<file path="src/rtl/mdu_ctrl_pkg.sv">
// Shared opcodes and FSM encodings for the multiply/divide sequencer.
package mdu_ctrl_pkg;

    typedef enum logic [2:0] {
        MDU_NOP   = 3'd0,
        MDU_MULT  = 3'd1,
        MDU_MULTU = 3'd2,
        MDU_DIV   = 3'd3,
        MDU_DIVU  = 3'd4,
        MDU_MTHI  = 3'd5,
        MDU_MTLO  = 3'd6
    } mdu_op_e;

    typedef enum logic [1:0] {
        S_IDLE = 2'd0,
        S_MUL  = 2'd1,
        S_DIV  = 2'd2,
        S_FIX  = 2'd3
    } mdu_state_e;

endpackage

</file>
<file path="src/rtl/mdu_iter.sv">
// One iteration of the MDU datapath: shift-add multiply step or restoring divide step.
module mdu_iter #(
    parameter int DATA_WIDTH = 32
) (
    input  logic                  div_mode,
    input  logic [DATA_WIDTH-1:0] ph,
    input  logic [DATA_WIDTH-1:0] pl,
    input  logic [DATA_WIDTH-1:0] opnd,
    output logic [DATA_WIDTH-1:0] ph_next,
    output logic [DATA_WIDTH-1:0] pl_next
);

    logic [DATA_WIDTH:0]   sum;
    logic [DATA_WIDTH:0]   shifted;
    logic [DATA_WIDTH-1:0] diff;
    logic                  ge;

    always_comb begin
        sum     = {1'b0, ph} + (pl[0] ? {1'b0, opnd} : '0);
        shifted = {ph, pl[DATA_WIDTH-1]};
        // Compare before subtracting so a zero divisor always yields quotient bit 1.
        ge      = shifted >= {1'b0, opnd};
        diff    = shifted[DATA_WIDTH-1:0] - opnd;
        if (div_mode) begin
            ph_next = ge ? diff : shifted[DATA_WIDTH-1:0];
            pl_next = {pl[DATA_WIDTH-2:0], ge};
        end else begin
            ph_next = sum[DATA_WIDTH:1];
            pl_next = {sum[0], pl[DATA_WIDTH-1:1]};
        end
    end

endmodule

</file>
<file path="src/rtl/mdu_ctrl.sv">
// Multi-cycle multiply/divide sequencer: FSM, iteration counter, sign fix and HI/LO ownership.
module mdu_ctrl
    import mdu_ctrl_pkg::*;
#(
    parameter int DATA_WIDTH = 32
) (
    input  logic                  clk,
    input  logic                  rst,
    input  logic [2:0]            op_ex,
    input  logic                  op_valid,
    input  logic                  rd_hilo,
    input  logic                  flush,
    input  logic [DATA_WIDTH-1:0] a_ex,
    input  logic [DATA_WIDTH-1:0] b_ex,
    output logic                  busy,
    output logic                  stall_ex,
    output logic [DATA_WIDTH-1:0] hi,
    output logic [DATA_WIDTH-1:0] lo
);

    localparam int CW = $clog2(DATA_WIDTH);

    mdu_state_e            state;
    logic [CW-1:0]         cnt;
    logic [DATA_WIDTH-1:0] ph, pl, opnd;
    logic [DATA_WIDTH-1:0] ph_next, pl_next;
    logic                  is_div, neg_q, neg_r;

    logic                  op_signed, a_neg, b_neg;
    logic [DATA_WIDTH-1:0] a_abs, b_abs;
    logic [2*DATA_WIDTH-1:0] prod;
    logic [DATA_WIDTH-1:0] fix_hi, fix_lo;

    always_comb begin
        op_signed = (op_ex == MDU_MULT) || (op_ex == MDU_DIV);
        a_neg     = op_signed & a_ex[DATA_WIDTH-1];
        b_neg     = op_signed & b_ex[DATA_WIDTH-1];
        a_abs     = a_neg ? -a_ex : a_ex;
        b_abs     = b_neg ? -b_ex : b_ex;
        prod      = neg_q ? -{ph, pl} : {ph, pl};
        if (is_div) begin
            fix_hi = neg_r ? -ph : ph;
            fix_lo = neg_q ? -pl : pl;
        end else begin
            fix_hi = prod[2*DATA_WIDTH-1:DATA_WIDTH];
            fix_lo = prod[DATA_WIDTH-1:0];
        end
    end

    assign stall_ex = (busy & op_valid & (op_ex != MDU_NOP)) | (busy & rd_hilo);

    mdu_iter #(.DATA_WIDTH(DATA_WIDTH)) u_iter (
        .div_mode (state == S_DIV),
        .ph       (ph),
        .pl       (pl),
        .opnd     (opnd),
        .ph_next  (ph_next),
        .pl_next  (pl_next)
    );

    always_ff @(posedge clk or posedge rst) begin
        if (rst) begin
            state  <= S_IDLE;
            busy   <= 1'b0;
            cnt    <= '0;
            ph     <= '0;
            pl     <= '0;
            opnd   <= '0;
            is_div <= 1'b0;
            neg_q  <= 1'b0;
            neg_r  <= 1'b0;
            hi     <= '0;
            lo     <= '0;
        end else if (flush) begin
            state <= S_IDLE;
            busy  <= 1'b0;
        end else begin
            case (state)
                S_IDLE: if (op_valid) begin
                    case (op_ex)
                        MDU_MULT, MDU_MULTU: begin
                            state  <= S_MUL;
                            busy   <= 1'b1;
                            cnt    <= CW'(DATA_WIDTH - 1);
                            ph     <= '0;
                            pl     <= b_abs;
                            opnd   <= a_abs;
                            is_div <= 1'b0;
                            neg_q  <= a_neg ^ b_neg;
                            neg_r  <= 1'b0;
                        end
                        MDU_DIV, MDU_DIVU: begin
                            state  <= S_DIV;
                            busy   <= 1'b1;
                            cnt    <= CW'(DATA_WIDTH - 1);
                            ph     <= '0;
                            pl     <= a_abs;
                            opnd   <= b_abs;
                            is_div <= 1'b1;
                            // Divide by zero leaves the all-ones quotient unsigned.
                            neg_q  <= (a_neg ^ b_neg) & (b_ex != '0);
                            neg_r  <= a_neg;
                        end
                        MDU_MTHI: hi <= a_ex;
                        MDU_MTLO: lo <= a_ex;
                        default: ;
                    endcase
                end
                S_MUL, S_DIV: begin
                    ph <= ph_next;
                    pl <= pl_next;
                    if (cnt == '0) state <= S_FIX;
                    else           cnt   <= cnt - 1'b1;
                end
                S_FIX: begin
                    hi    <= fix_hi;
                    lo    <= fix_lo;
                    state <= S_IDLE;
                    busy  <= 1'b0;
                end
                default: state <= S_IDLE;
            endcase
        end
    end

endmodule
</file>
<file path="config.mk">
export PLATFORM = sky130hd
export DESIGN_NAME = mdu_ctrl
export DESIGN_NICKNAME = d
export VERILOG_FILES = /design/src/rtl/mdu_ctrl_pkg.sv /design/src/rtl/mdu_iter.sv /design/src/rtl/mdu_ctrl.sv
export SDC_FILE = /design/constraint.sdc
export NUM_CORES = 1
export LEC_CHECK = 0
export CAP_MARGIN = 20
export CORE_MARGIN = 2
export CORE_UTILIZATION = 60
export DETAILED_ROUTE_END_ITERATION = 8
export GPL_TIMING_DRIVEN = 0
export PLACE_DENSITY = 0.83
export SYNTH_ARGS = -nofsm -noshare
export SYNTH_HDL_FRONTEND = slang
export SYNTH_SLANG_ARGS = --single-unit
</file>
<file path="constraint.sdc">
create_clock -name clk -period 6.6 [get_ports clk]
set_input_delay 1.32 -clock clk [delete_from_list [all_inputs] [get_ports clk]]
set_output_delay 1.32 -clock clk [all_outputs]
set_load 0.02 [all_outputs]
</file>
==> results.yml, run 1 <==
timing:
  rsz0062_at_grt: "no"
  timing.hold.ws_ns: 0.4865
  fmax_mhz: 196.3
  setup_violations: 0
  period_share_pct: 77.20
  relSlewSlack_pct: 28.96
  drv_slew: 0
  setup_ws_ns: 1.505
  tightest_slew_ns: 1.066
  fin_crit_ns: 5.095
  fin_worst_skew_ns: 0.02130
  finalHoldViolations: 0
route:
  firstDrtPassIters: 7
  via_count: 16400
  vias_per_cell: 6.892
  wire_per_inst_um: 24.85
  totalWireLength_um: 59120
  antenna_left: 0
  drc: 0
  first_iter_violations: 2576
global_route:
  antenna_found_initial: 0
  globalRouteTotalUtil_pct: 44.80
  grt_pass1_vias: 15140
  grt_pass1_wl_um: 88710
  grt_max_degree: 115
  overflow: 0
min_path:
  hold_path_class: "flop to flop"
  hold_path_depth: 1
finish:
  nNetsFinal: 2189
  layout.cells.most_common_list: "217 x o21ai_0, 186 x nand2_1, 171 x dfrtp_1, 166 x nor2_1, 154 x a21oi_1"
  layout_commonest_cell: "o21ai_0"
  layout.area.seq_mm2: 0.004279
  final_layout_size_suffix_gt1_share_pct: 3.893
  fillers: 1964
  multi_input_area_mm2: 0.009897
  syn2layout_area_growth_pct: 16.50
  n_antenna_cell: 0
place:
  post-place-ws_ns: 1.546
  gp_congestion: 1.038
  hpwlAfterDp_um: 46330
  io_buffers: 137
worst_setup_path:
  crit_buf_inv: 3
  path_max_fanout: 10
  cp_slowest_cell: "o21ai_0"
  cp.depth: 14
  crit_path_end_kind: "flop"
  crit_type: "flop to flop"
  cpLargestDelayFamily: "compound AO/OA/AOI/OAI gates"
  r2r_cells: 14
  critPathRequiredTime_ns: 6.91
  crit_path_start_kind: "flop"
  cp_slowest_stage_delay_ns: 0.72
  crit_chain: "clkbuf_1, inv_1, clkbuf_1, nor2_1, ha_1, and4_1, o21a_1, o31ai_1, a21oi_1, a31oi_1, o21ai_0, a31oi_1, mux2i_1, or3_1"
  cp.arrival_ns: 5.41
yosys:
  yosysSeqAreaShare_pct: 28.83
  yosysUniqueCellTypes: 77
  syn-mean-instance-area_um2: 7.875
  synth_edf_count: 0
  synth_area_mm2: 0.01484
  synth_warnings: 0
  ys_ff_latch: 171
  synthFlopType: "dfrtp_1"
  async_flop_share_pct: 100.0
  synth_nets: 2032
  synthCells: 1885
cts:
  cts.hold.buffers_added: 0
  cts_tree: "built"
  cts.sink_count: 171
  cts_htree_levels: 4
  cts_buffer_depth: 2
  cts_setup_buffers: 0
  clock-root-buffer: "clkbuf_16"
  cts_resized: 0
  cts_inserted_buffers: 17
  insertion_delay_ns: 0.46
  clk_pin_slew_ns: 0.09
run_status:
  status: "completed"
floorplanning:
  core_mm2: 0.02432
  die_w_um: 161.3
  rows: 57
  die_h_um: 161.3
  die-area_mm2: 0.02601
  initial_utilization_pct: 61.04
  num_io_pins: 138
pwr:
  powerDensity_mw_per_mm2: 555.5
  peakVddDrop_uv: 251.4
  p_leak_nw: 7.315
run:
  cap_violations: 0
## flip-flops by register name (all words and copies together) (netlist names)
signal / cells
ph: 32
hi: 32
neg_r: 1
neg_q: 1
busy: 1
state: 2
lo: 32
cnt: 5
is_div: 1
pl: 32
opnd: 32
## layout make-up
cell class                      instances  share of cell area, %
Multi-Input combinational cell       1538                  57.23
Sequential cell                       171                  24.74
Timing Repair Buffer                  138                  8.089
Clock buffer                           17                  2.460
Tap cell                              324                  2.344
Buffer                                104                  2.301
Inverter                               72                  1.606
Clock inverter                         15                  1.230
## metal layers
metal | global-route usage, % | share of wire (%)
met3 | 11.66 | 14
met4 | 21.63 | 5.8
met5 | 0 | 0
met2 | 65.06 | 41
met1 | 62.28 | 39
## Yosys cell counts (46+ instances only)
cell	instances	area, um2
mux2i_1	50	500.5
a211oi_1	57	427.9
inv_1	71	266.5
nand2_1	186	698.2
a22oi_1	46	345.3
a21oi_1	154	770.7
a21o_1	50	375.4
ha_1	73	913.4
clkbuf_1	97	364.1
xnor2_1	78	683.2
dfrtp_1	171	4279
o21ai_0	217	1086
nor2_1	166	623.1
xor2_1	89	779.5
## stage by stage
stage          util [%]  total power [mW]  cell area, um2  instances  TNS (ns)
6_report          71.11             9.606           17290       2379         0
4_1_cts           71.11             9.323           17290       2379         0
3_5_place_dp      68.49             8.176           16660       2347         0
2_1_floorplan         -             6.131           14840       1885         0
5_1_grt           71.11             10.12           17290       2379         0
3_3_place_gp      68.34             8.005           16620       2346   -300.56
## kinds of logic (layout without fill, tap and decap cells)
group | count (synthesis) | in the layout | share of synthesized area [%]
buffers and inverters | 176 | 346 | 4.501
muxes | 73 | 73 | 5.116
adders and majority gates | 75 | 75 | 6.423
DFF | 171 | 171 | 28.83
xor gates and xnor gates | 167 | 167 | 9.853
and+or+nand+nor | 562 | 562 | 17.70
AOI/OAI and AO/OA | 661 | 661 | 27.58
## worst paths after layout
| kind | from | end | slack, ns |
|---|---|---|---|
| worst min-delay path | hi[6] | hi[6] | 0.49 |
| max in group asynchronous | rst | ph[3] | 4.34 |
| worst max register to register | pl[0] | ph[29] | 1.50 |
| worst min register to register | hi[6] | hi[6] | 0.49 |
| min in group asynchronous | rst | lo[14] | 1.28 |
| worst max-delay path | pl[0] | ph[29] | 1.50 |
## report_power, final
group          total, mW  internal [mW]  switching, mW
registers           2.16           1.50          0.654
logic               6.33           2.41           3.93
clock network       1.12          0.558          0.558
total               9.61           4.47           5.14
No activity file was read; power rests on OpenSTA's default activity.
==> inputs of run 2 (changes only) <==
==> constraint.sdc (replaced) <==
create_clock -name clk -period 5.2 [get_ports clk]
set_input_delay 1.04 -clock clk [delete_from_list [all_inputs] [get_ports clk]]
set_output_delay 1.04 -clock clk [all_outputs]
set_load 0.02 [all_outputs]
==> results.yml, run 2 (synthesized netlist as in run 1, its figures left out) <==
timing:
  fin_worst_skew_ns: 0.02624
  fin_crit_ns: 4.879
  fmax_mhz: 205.0
  drv_slew: 0
  setup_violations: 0
  tightest_slew_ns: 1.054
  setup_ws_ns: 0.3209
  finalHoldViolations: 0
  period_share_pct: 93.83
  relSlewSlack_pct: 29.75
  rsz0062_at_grt: "no"
  finalSetupTns_ns: 0
worst_setup_path:
  cp_slowest_cell: "clkbuf_1"
  critPathRequiredTime_ns: 5.52
  path_max_fanout: 10
  crit_path_start_kind: "flop"
  cp_slowest_stage_delay_ns: 0.62
  crit_path_end_kind: "flop"
  crit_type: "flop to flop"
  cp.arrival_ns: 5.20
  crit_chain: "clkbuf_1, inv_1, clkbuf_1, nor2_1, ha_1, and4_1, o21a_1, o31ai_1, a21oi_1, a31oi_1, o21ai_0, a31oi_1, mux2i_1, or3_1"
min_path:
  hold_path_class: "flop to flop"
pwr:
  switching_share_pct: 53.22
  p_leak_nw: 7.333
  power.switching_mw: 6.455
  powerDensity_mw_per_mm2: 699.5
  power_mw: 12.13
  p_comb_share_pct: 66.2
  peakVddDrop_uv: 334.9
  seqPwrFrac_pct: 22.2
  p_clk_share_pct: 11.6
  p_int_mw: 5.674
cts:
  cts_htree_levels: 4
  cts_inserted_buffers: 17
  cts_setup_buffers: 0
  clock-root-buffer: "clkbuf_16"
  cts_resized: 0
  cts.sink_count: 171
  cts_tree: "built"
  cts.hold.buffers_added: 0
  clk_pin_slew_ns: 0.08
  insertion_delay_ns: 0.46
  cts_buffer_depth: 2
global_route:
  globalRouteTotalUtil_pct: 44.29
  overflow: 0
  grt_pass1_wl_um: 87650
  antenna_found_initial: 0
  grt_max_degree: 44
  grt_pass1_vias: 14740
place:
  post-place-ws_ns: 0.4485
  io_buffers: 137
  gp_congestion: 1.028
  hpwlAfterDp_um: 46390
  dp.cells: 2350
run_status:
  status: "completed"
route:
  via_count: 16350
  vias_per_cell: 6.862
  antenna_left: 0
  wire_per_inst_um: 24.38
  totalWireLength_um: 58080
  firstDrtPassIters: 9
  drc: 0
  first_iter_violations: 2417
floorplanning:
  core_mm2: 0.02432
  die_w_um: 161.3
  die-area_mm2: 0.02601
  initial_utilization_pct: 61.04
  die_h_um: 161.3
  rows: 57
  num_io_pins: 138
finish:
  layout_commonest_cell: "o21ai_0"
  utilization_pct: 71.30
  nNetsFinal: 2192
  fin_cells: 2382
  fillers: 1977
  syn2layout_area_growth_pct: 16.82
  final_layout_size_suffix_gt1_share_pct: 4.033
  n_antenna_cell: 0
  layout.cells.most_common_list: "217 x o21ai_0, 186 x nand2_1, 171 x dfrtp_1, 166 x nor2_1, 154 x a21oi_1"
run:
  cap_violations: 0
==> run 2: path summary, 6_finish.rpt <==
check                        from  endpoint  slack [ns]  depth (start not counted)
max reg2reg                 pl[0]    ph[29]        0.32                         14
max                         pl[0]    ph[29]        0.32                         14
min reg2reg                hi[22]    hi[22]        0.48                          2
min                        hi[22]    hi[22]        0.48                          2
min in group asynchronous     rst    lo[14]        1.01                          2
max in group asynchronous     rst    ph[19]        3.30                          4
==> run 2: power groups by stage <==
| stage | clock network [mW] | registers, mW | logic [mW] |
|---|---|---|---|
| finish | 1.40 | 2.69 | 8.03 |
| global route | 1.44 | 2.73 | 8.60 |
| CTS | 1.38 | 2.64 | 7.75 |
| detailed placement | 0 | 2.67 | 7.69 |
| global placement | 0 | 2.64 | 7.51 |
| floorplan | 0 | 2.65 | 5.13 |
==> run 2: metal layers <==
metal | up-vias | share of wire [%] | GRT usage (%)
li1 | 7200 | - | -
met3 | 231 | 14 | 10.97
met2 | 1254 | 40 | 63.07
met4 | 0 | 6.3 | 22.73
met5 | - | 0 | 0
met1 | 7661 | 39 | 62.46
==> run 2: worst max-delay path: cells and delay by family, from the launching register on <==
| kind | cells | cell delay, ns |
|---|---|---|
| AOI/OAI and AO/OA | 6 | 1.96 |
| adders and majority gates | 1 | 0.43 |
| buffers and inverters | 3 | 1.16 |
| DFF | 1 | 0.36 |
| muxes | 1 | 0.15 |
| and+or+nand+nor | 3 | 0.67 |
==> run 2: layout make-up <==
cell class / count / area [um2] / area share, %
multi-input combinational: 1538 / 9897 / 57.07
sequential: 171 / 4279 / 24.68
timing repair buffer: 141 / 1451 / 8.370
clock buffer: 17 / 425.4 / 2.453
tap: 324 / 405.4 / 2.338
buffer: 104 / 397.9 / 2.295
inverter: 72 / 274.0 / 1.580
clock inverter: 15 / 210.2 / 1.212
==> run 2: stage by stage <==
| step | instance area (um2) | hold WS, ns |
|---|---|---|
| after floorplan | 14850 | 0.4559 |
| after global placement | 16620 | 0.4611 |
| after detailed placement | 16700 | 0.4696 |
| after CTS | 17340 | 0.4863 |
| after global routing | 17340 | 0.5057 |
| final | 17340 | 0.4822 |
